File: config.mk
export PLATFORM = sky130hd
export DESIGN_NAME = ni_packet_injector
export DESIGN_NICKNAME = d
export VERILOG_FILES = /design/src/rtl/noc_pkg.sv /design/src/rtl/ni_packet_injector.sv
export SDC_FILE = /design/constraint.sdc
export NUM_CORES = 1
export LEC_CHECK = 0
export CAP_MARGIN = 20
export CORE_MARGIN = 2
export CORE_UTILIZATION = 46
export CTS_CLUSTER_SIZE = 12
export DETAILED_ROUTE_END_ITERATION = 12
export PLACE_DENSITY = 0.79
export SLEW_MARGIN = 20
export SYNTH_ARGS = -nofsm -noshare
export SYNTH_HDL_FRONTEND = slang
export SYNTH_SLANG_ARGS = --single-unit
File: constraint.sdc
create_clock -name clock -period 2.2 [get_ports clock]
set_input_delay 0.55 -clock clock [delete_from_list [all_inputs] [get_ports clock]]
set_output_delay 0.55 -clock clock [all_outputs]
set_load 0.05 [all_outputs]
File: src/rtl/noc_pkg.sv
// rtl/noc_pkg.sv - shared NoC widths and network-interface FSM state encoding
// Optional TSTAMP state exists only when INJ_TIMESTAMP_EN is defined.
package noc_pkg;

  localparam int NOC_TAM_FLIT   = 16;
  localparam int NOC_METADEFLIT = 8;

  typedef enum logic [2:0] {
    NOC_IDLE    = 3'd0,
    NOC_HEADER  = 3'd1,
    NOC_SIZE    = 3'd2,
    NOC_PAYLOAD = 3'd3
`ifdef INJ_TIMESTAMP_EN
    ,
    NOC_TSTAMP  = 3'd4
`endif
  } noc_state_e;

endpackage

File: src/rtl/ni_packet_injector.sv
// rtl/ni_packet_injector.sv - builds header/size/payload flits toward a router local port
// Macro INJ_TIMESTAMP_EN adds a cycle counter and a timestamp flit after the size flit.
module ni_packet_injector
  import noc_pkg::*;
#(
  parameter int TAM_FLIT   = NOC_TAM_FLIT,
  parameter int METADEFLIT = NOC_METADEFLIT,
  parameter int MAX_LEN    = 255
) (
  input  logic                    clock,
  input  logic                    reset,
  input  logic                    cmd_valid,
  output logic                    cmd_ready,
  input  logic [2*METADEFLIT-1:0] cmd_dest,
  input  logic [TAM_FLIT-1:0]     cmd_len,
  input  logic                    pay_valid,
  output logic                    pay_ready,
  input  logic [TAM_FLIT-1:0]     pay_data,
  output logic                    tx,
  output logic [TAM_FLIT-1:0]     data_out,
  input  logic                    credit_i,
  output logic                    busy
);

  localparam logic [TAM_FLIT-1:0] MAX_LEN_W = TAM_FLIT'(MAX_LEN);

  noc_state_e                state_q, state_d;
  logic [2*METADEFLIT-1:0]   dest_q;
  logic [TAM_FLIT-1:0]       len_q;
  logic [TAM_FLIT-1:0]       remaining_q;
  logic [TAM_FLIT-1:0]       len_sat;
  logic [TAM_FLIT-1:0]       size_flit;
  logic                      accept;

`ifdef INJ_TIMESTAMP_EN
  logic [TAM_FLIT-1:0]       tstamp_cnt_q;
  logic [TAM_FLIT-1:0]       tstamp_q;
`endif

  assign len_sat = (cmd_len > MAX_LEN_W) ? MAX_LEN_W : cmd_len;
  assign accept  = (state_q == NOC_IDLE) && cmd_valid;

`ifdef INJ_TIMESTAMP_EN
  // The size flit counts the timestamp flit as part of the packet body.
  assign size_flit = len_q + TAM_FLIT'(1);
`else
  assign size_flit = len_q;
`endif

  always_comb begin
    state_d   = state_q;
    tx        = 1'b0;
    data_out  = '0;
    cmd_ready = 1'b0;
    pay_ready = 1'b0;
    busy      = 1'b1;
    case (state_q)
      NOC_IDLE: begin
        cmd_ready = 1'b1;
        busy      = 1'b0;
        if (cmd_valid) state_d = NOC_HEADER;
      end
      NOC_HEADER: begin
        tx       = 1'b1;
        data_out = TAM_FLIT'(dest_q);
        if (credit_i) state_d = NOC_SIZE;
      end
      NOC_SIZE: begin
        tx       = 1'b1;
        data_out = size_flit;
        if (credit_i) begin
`ifdef INJ_TIMESTAMP_EN
          state_d = NOC_TSTAMP;
`else
          state_d = (len_q == '0) ? NOC_IDLE : NOC_PAYLOAD;
`endif
        end
      end
`ifdef INJ_TIMESTAMP_EN
      NOC_TSTAMP: begin
        tx       = 1'b1;
        data_out = tstamp_q;
        if (credit_i) state_d = (len_q == '0) ? NOC_IDLE : NOC_PAYLOAD;
      end
`endif
      NOC_PAYLOAD: begin
        tx        = pay_valid;
        data_out  = pay_data;
        pay_ready = pay_valid & credit_i;
        if (pay_ready && remaining_q == TAM_FLIT'(1)) state_d = NOC_IDLE;
      end
      default: begin
        state_d = NOC_IDLE;
        busy    = 1'b0;
      end
    endcase
  end

  always_ff @(posedge clock) begin
    if (reset) begin
      state_q     <= NOC_IDLE;
      dest_q      <= '0;
      len_q       <= '0;
      remaining_q <= '0;
    end else begin
      state_q <= state_d;
      if (accept) begin
        dest_q      <= cmd_dest;
        len_q       <= len_sat;
        remaining_q <= len_sat;
      end else if (state_q == NOC_PAYLOAD && pay_ready) begin
        remaining_q <= remaining_q - TAM_FLIT'(1);
      end
    end
  end

`ifdef INJ_TIMESTAMP_EN
  // Free-running counter; the value seen in the accept cycle becomes the timestamp.
  always_ff @(posedge clock) begin
    if (reset) begin
      tstamp_cnt_q <= '0;
      tstamp_q     <= '0;
    end else begin
      tstamp_cnt_q <= tstamp_cnt_q + TAM_FLIT'(1);
      if (accept) tstamp_q <= tstamp_cnt_q;
    end
  end
`endif

endmodule

==> impl_metrics.env, run 1 <==
export IMPL_outcome="complete, but fails checks"
export IMPL_violations="setup timing"
export IMPL_gp_congestion=0.859
export IMPL_drc=0
export IMPL_drt_initial_drc_count=216
export IMPL_p_comb_frac=0.506
export IMPL_reg2reg_to="len_q[13]"
export IMPL_dieArea_mm2=0.00570
export IMPL_dr_pass1_iters=6
export IMPL_peakVddDrop_mv=0.490
export IMPL_maxSlewViolCount=0
export IMPL_grt_usage=0.245
export IMPL_skew_ns=0.0103
export IMPL_start_util=0.469
export IMPL_grt_overflow_total=0
export IMPL_regToRegSetupSlack_ns=0.16
export IMPL_min_period_over_period=1.04
export IMPL_slowest_delay_ns=0.46
export IMPL_synth_cell_type_count=38
export IMPL_drv_cap=0
export IMPL_path_clk_slew_ns=0.09
export IMPL_total_leakage_power_nw=1.41
export IMPL_finalHoldViolCount=0
export IMPL_final_cell_mix="clkdlybuf4s50_1 (52), dfxtp_1 (48), nand2_1 (39)"
export IMPL_p_sw_mw=1.47
export IMPL_syn_avg_cell_area_um2=8.25
export IMPL_nNetsFinal=437
export IMPL_critPathCaptureType="primary output"
export IMPL_worstSkewPairLatency_ns=0.31
export IMPL_antenna_found_initial=0
export IMPL_tightest_slew_ns=0.450
export IMPL_coreArea_mm2=0.00501
export IMPL_vias=2411
export IMPL_cellPowerDensity_mw_per_mm2=960
export IMPL_worst_slack_ns=-0.0794
export IMPL_syn_num_nets=346
export IMPL_drt_total_wl_mm=6.85
export IMPL_synth_top_area_share=0.426
export IMPL_syn_inst=285
export IMPL_num_rows=26
export IMPL_clockBufferDepth=2
export IMPL_cts_root_buf="clkbuf_8"
export IMPL_yosys_warnings=0
export IMPL_syn_area_mm2=0.00235
export IMPL_ys_seq_area_frac=0.426
export IMPL_io_buffers=72
export IMPL_synth_largest_area_cell="dfxtp_1"
export IMPL_timing_rr_start="state_q[1]"
export IMPL_wl_per_cell_um=15.3
export IMPL_final_common_cell="clkdlybuf4s50_1"
export IMPL_grt_pass1_vias=2304
export IMPL_worst_r2r_path_depth=7
export IMPL_cts_tree="built"
export IMPL_p_seq_frac=0.340
export IMPL_htree_num_levels=2
export IMPL_hpwl_mm=5.03
export IMPL_min_to="dest_q[6]"
export IMPL_crit_fanout=17
export IMPL_worstPathArrival_ns=1.73
export IMPL_drive_above_1_share=0.231
export IMPL_path_cells="buf_4 > ha_4 > a222oi_1 > nor2_4 > buf_12"
export IMPL_min_period_ns=2.28
export IMPL_viasPerCell=5.39
export IMPL_area_growth_pct=58.9
export IMPL_synth_flop_cell="dfxtp_1"
export IMPL_slowest_stage="a222oi_1"
export IMPL_min_path_type="reg2reg"
export IMPL_fin_tns_setup_ns=-0.422
export IMPL_rsz0062_at_grt="yes"
export IMPL_ys_ff_latch=50
export IMPL_fmax_mhz=439
export IMPL_synthArstFlopShare=0
export IMPL_worstHoldPathCells=2
export IMPL_postRouteAntennaNets=0
export IMPL_die_width_um=75.5
export IMPL_p_clk_frac=0.153
export IMPL_place_inst=434
export IMPL_die_h_um=75.5
export IMPL_worstSetupPathType="reg2out"
export IMPL_worst_ep_required_time_ns=1.65
export IMPL_fin_area_mm2=0.00373
export IMPL_setup_violations=14
export IMPL_hp_start="dest_q[6]"
export IMPL_antennaDiodeCount=0
export IMPL_cts_sinks=50
export IMPL_critPathLaunchType="flip-flop"
export IMPL_io_pins=73
export IMPL_synth_edf_count=0
export IMPL_synth_area_top_cells="dfxtp_1 (43%), nor2_1 (7.7%), a222oi_1 (6.8%), nand2_1 (6.2%), a21oi_1 (5.7%)"
export IMPL_grt_pass1_wl_mm=10.7
export IMPL_place_area_mm2=0.00354
export IMPL_p_int_mw=2.12
export IMPL_utilization=0.746
export IMPL_slew_headroom=0.700
export IMPL_numCtsBuffers=5
export IMPL_grt_max_degree=26
export IMPL_p_total_mw=3.59
export IMPL_switching_share=0.408
export IMPL_stdcell_count=447
export IMPL_cts_hold_fix_buffers=0
==> critical path: cells and delay by family (launching register included) <==
| family | cells | cell delay, ns |
|---|---|---|
| buffers and inverters | 2 | 0.30 |
| and+or+nand+nor | 1 | 0.06 |
| AOI/OAI and AO/OA | 1 | 0.46 |
| DFF | 1 | 0.37 |
| adders and majority gates | 1 | 0.22 |
==> per-stage QoR <==
stage	hold WS, ns	setup slack, ns
after global routing	0.479	-0.130
after CTS	0.462	-0.0611
after detailed placement	0.451	0.0531
after global placement	0.443	0.0853
after floorplan	0.436	-0.0952
final	0.461	-0.0794
==> layer usage <==
layer	vias up	track usage	wire length, µm
li1	1193	-	-
met2	70	0.412	3450
met1	1136	0.314	2980
met5	-	0	0
met3	12	0.0529	321
met4	0	0.0780	97
==> cell type report <==
class	count	area [µm²]
well taps	70	87.6
clock buffers	7	86.3
repair buffers	100	1160
multi-input cells	211	1350
clock inverters	1	5.00
fillers	384	1270
flip-flops and latches	50	1010
inverters	8	30.0
==> cell usage after synthesis (2+ instances only) <==
library cell  number
a21oi_1           27
a222oi_1          16
and2_1             8
buf_1              2
clkbuf_1          13
dfxtp_1           50
ha_1               8
inv_1              7
nand2_1           39
nand3_1            6
nand4_1            5
nor2_1            48
nor3_1             3
nor4_1             5
o21ai_0           10
o21bai_1           3
o31ai_1            2
or3_1              2
or4_4              3
xnor2_1            7
xor2_1             4
==> kinds of logic after synthesis <==
group,count (synthesis),share of synthesized area
buffers and inverters,24,0.0389
adder cells (fa/ha/maj),8,0.0426
flip-flops,50,0.426
XOR/XNOR,11,0.0410
AO/OA/AOI/OAI,64,0.193
AND/OR/NAND/NOR,128,0.259
==> power by group through the flow <==
stage / clock, mW / combinational, mW / sequential [mW]
finish: 0.550 / 1.82 / 1.22
global route: 0.586 / 1.95 / 1.24
CTS: 0.561 / 1.72 / 1.21
detailed placement: 0 / 1.68 / 1.22
global placement: 0 / 1.64 / 1.21
floorplan: 0 / 1.03 / 1.18
==> flip-flops by register name, summed over array words and instances, names as in the netlist <==
signal       flops
remaining_q     16
len_q           16
state_q          2
dest_q          16
==> worst max-delay path by stage <==
stage,start,endpoint,slack [ns],cells past startpoint
6_report,state_q[0],data_out[7],-0.08,5
3_3_place_gp,pay_data[5],data_out[5],0.09,4
3_5_place_dp,cmd_len[14],remaining_q[7],0.05,7
2_1_floorplan,state_q[0],data_out[10],-0.1,6
5_1_grt,state_q[0],data_out[7],-0.13,5
4_1_cts,state_q[0],data_out[15],-0.06,5
==> repair_timing <==
| item | 4_1_cts | 5_1_grt |
|---|---|---|
| pin swaps | 11 | 8 |
| gates resized for setup | 7 | 8 |
| setup endpoints to repair | 18 | 19 |
| cloned | 0 | 1 |
| setup buffers | 4 | 1 |
No activity file was read; power rests on OpenSTA's default activity.
==> run 2: changes to the inputs <==
--- a/config.mk
+++ b/config.mk
@@ -8,8 +8,9 @@
 export CAP_MARGIN = 20
 export CORE_MARGIN = 2
 export CORE_UTILIZATION = 46
-export CTS_CLUSTER_SIZE = 12
+export CTS_CLUSTER_SIZE = 20
 export DETAILED_ROUTE_END_ITERATION = 12
+export GPL_TIMING_DRIVEN = 0
 export PLACE_DENSITY = 0.79
 export SLEW_MARGIN = 20
 export SYNTH_ARGS = -nofsm -noshare
==> impl_metrics.env, run 2 (synthesis gave the netlist of run 1 again) <==
export IMPL_skew_ns=0.00492
export IMPL_place_inst=426
export IMPL_p_sw_mw=1.52
export IMPL_cellPowerDensity_mw_per_mm2=1030
export IMPL_p_int_mw=2.20
export IMPL_fillCellCount=371
export IMPL_drt_total_wl_mm=7.41
export IMPL_dpl_worst_slack_ns=-0.937
export IMPL_cts_sinks=50
export IMPL_io_pins=73
export IMPL_p_comb_frac=0.485
export IMPL_p_clk_frac=0.181
export IMPL_antenna_found_initial=0
export IMPL_dieArea_mm2=0.00570
export IMPL_rsz0062_at_grt="yes"
export IMPL_total_leakage_power_nw=1.35
export IMPL_top_regs="dest_q: 16 flops, len_q: 16 flops, remaining_q: 16 flops"
export IMPL_use_met3=0.0516
export IMPL_final_common_cell="clkdlybuf4s50_1"
export IMPL_multi_input_area_mm2=0.00137
export IMPL_p_total_mw=3.72
export IMPL_drc=0
export IMPL_die_h_um=75.5
export IMPL_clockBufferDepth=2
export IMPL_critPathLaunchType="flip-flop"
export IMPL_drt_initial_drc_count=231
export IMPL_setup_violations=15
export IMPL_vias=2487
export IMPL_min_period_over_period=1.05
export IMPL_worstSetupPathType="reg2out"
export IMPL_num_rows=26
export IMPL_fmax_mhz=434
export IMPL_area_growth_pct=53.0
export IMPL_cts_root_buf="clkbuf_8"
export IMPL_holdWs_ns=0.459
export IMPL_numCtsBuffers=5
export IMPL_coreArea_mm2=0.00501
export IMPL_seqCellArea_mm2=0.00101
export IMPL_fin_area_mm2=0.00360
export IMPL_crit_fanout=6
export IMPL_critPathCaptureType="primary output"
export IMPL_final_cell_mix="clkdlybuf4s50_1 (50), dfxtp_1 (48), nand2_1 (39)"
export IMPL_worst_ep_required_time_ns=1.65
export IMPL_grt_overflow_total=0
export IMPL_finalHoldViolCount=0
export IMPL_hpwl_mm=4.96
export IMPL_path_clk_slew_ns=0.09
export IMPL_grt_pass1_wl_mm=11.3
export IMPL_outcome="complete, but fails checks"
export IMPL_switching_share=0.408
export IMPL_place_area_mm2=0.00320
export IMPL_io_buffers=71
export IMPL_violations="setup timing"
export IMPL_peakVddDrop_mv=0.483
export IMPL_gp_congestion=0.846
export IMPL_grtUsageMet2=0.450
export IMPL_p_seq_frac=0.334
export IMPL_nNetsFinal=432
export IMPL_grt_busiest_layer="met2"
export IMPL_worst_slack_ns=-0.103
export IMPL_cts_tree="built"
export IMPL_dr_pass1_iters=5
export IMPL_viasPerCell=5.64
export IMPL_tightest_slew_ns=0.561
export IMPL_die_width_um=75.5
export IMPL_postRouteAntennaNets=0
export IMPL_min_path_type="reg2reg"
export IMPL_grt_usage=0.265
export IMPL_antennaDiodeCount=0
export IMPL_drive_above_1_share=0.216
export IMPL_cts_hold_fix_buffers=0
export IMPL_htree_num_levels=2
export IMPL_worstSkewPairLatency_ns=0.31
export IMPL_wl_per_cell_um=16.8
export IMPL_grt_max_degree=15
export IMPL_min_period_ns=2.30
export IMPL_grt_pass1_vias=2359
export IMPL_fin_tns_setup_ns=-1.04
export IMPL_met1_usage=0.331
export IMPL_start_util=0.469
export IMPL_stdcell_count=441
export IMPL_worstPathArrival_ns=1.75
export IMPL_maxSlewViolCount=0
export IMPL_utilization=0.718
export IMPL_slew_headroom=0.626
export IMPL_drv_cap=0
-- run 2: cell types whose count changed in the layout (fill, tap and decap cells not counted), sizes merged --
cell | previous run | this run
clkbuf | 8 | 16
bufinv | 0 | 1
dlymetal6s2s | 0 | 1
buf | 47 | 33
clkinv | 1 | 0
clkdlybuf4s50 | 52 | 50
clkdlybuf4s15 | 0 | 1
-- run 2: area by class of cell --
| cell class | count | area share |
|---|---|---|
| multi-input cells | 211 | 0.380 |
| flip-flops and latches | 50 | 0.280 |
| repair buffers | 82 | 0.240 |
| plain buffers | 13 | 0.0320 |
| well taps | 70 | 0.0244 |
| clock buffers | 6 | 0.0230 |
| inverters | 8 | 0.0111 |
| clock inverters | 1 | 0.00835 |
-- run 2: timing repair --
item,4_1_cts,5_1_grt
pin swaps,17,14
cloned,2,2
resized for setup,166,13
setup buffers,6,1
setup endpoints to repair,21,21
-- run 2: final timing paths --
| path | from | end | slack, ns | depth (start not counted) |
|---|---|---|---|---|
| worst max-delay path | state_q[0] | data_out[14] | -0.10 | 6 |
| worst min-delay path | dest_q[7] | dest_q[7] | 0.46 | 2 |
| worst max register to register | state_q[0] | remaining_q[7] | 0.15 | 8 |
| worst min register to register | dest_q[7] | dest_q[7] | 0.46 | 2 |
-- run 2: per-layer routing --
metal | part of all wire | up-vias
met1 | 0.41 | 1174
met3 | 0.067 | 21
li1 | - | 1182
met4 | 0.031 | 0
met5 | 0 | -
met2 | 0.50 | 110
-- run 2: power by group through the flow --
stage,sequential (mW),clock (mW),combinational (mW)
floorplan,1.18,0,1.03
global placement,1.22,0,1.42
detailed placement,1.22,0,1.44
CTS,1.23,0.675,1.71
global route,1.26,0.709,1.93
finish,1.24,0.674,1.80
-- run 2: critical path, stage by stage (launching register included) --
cell and delay [ns]:
dfxtp_4 0.39, ha_4 0.18, clkbuf_16 0.16, buf_8 0.13, a222oi_1 0.34, nor2_2 0.08, buf_6 0.16
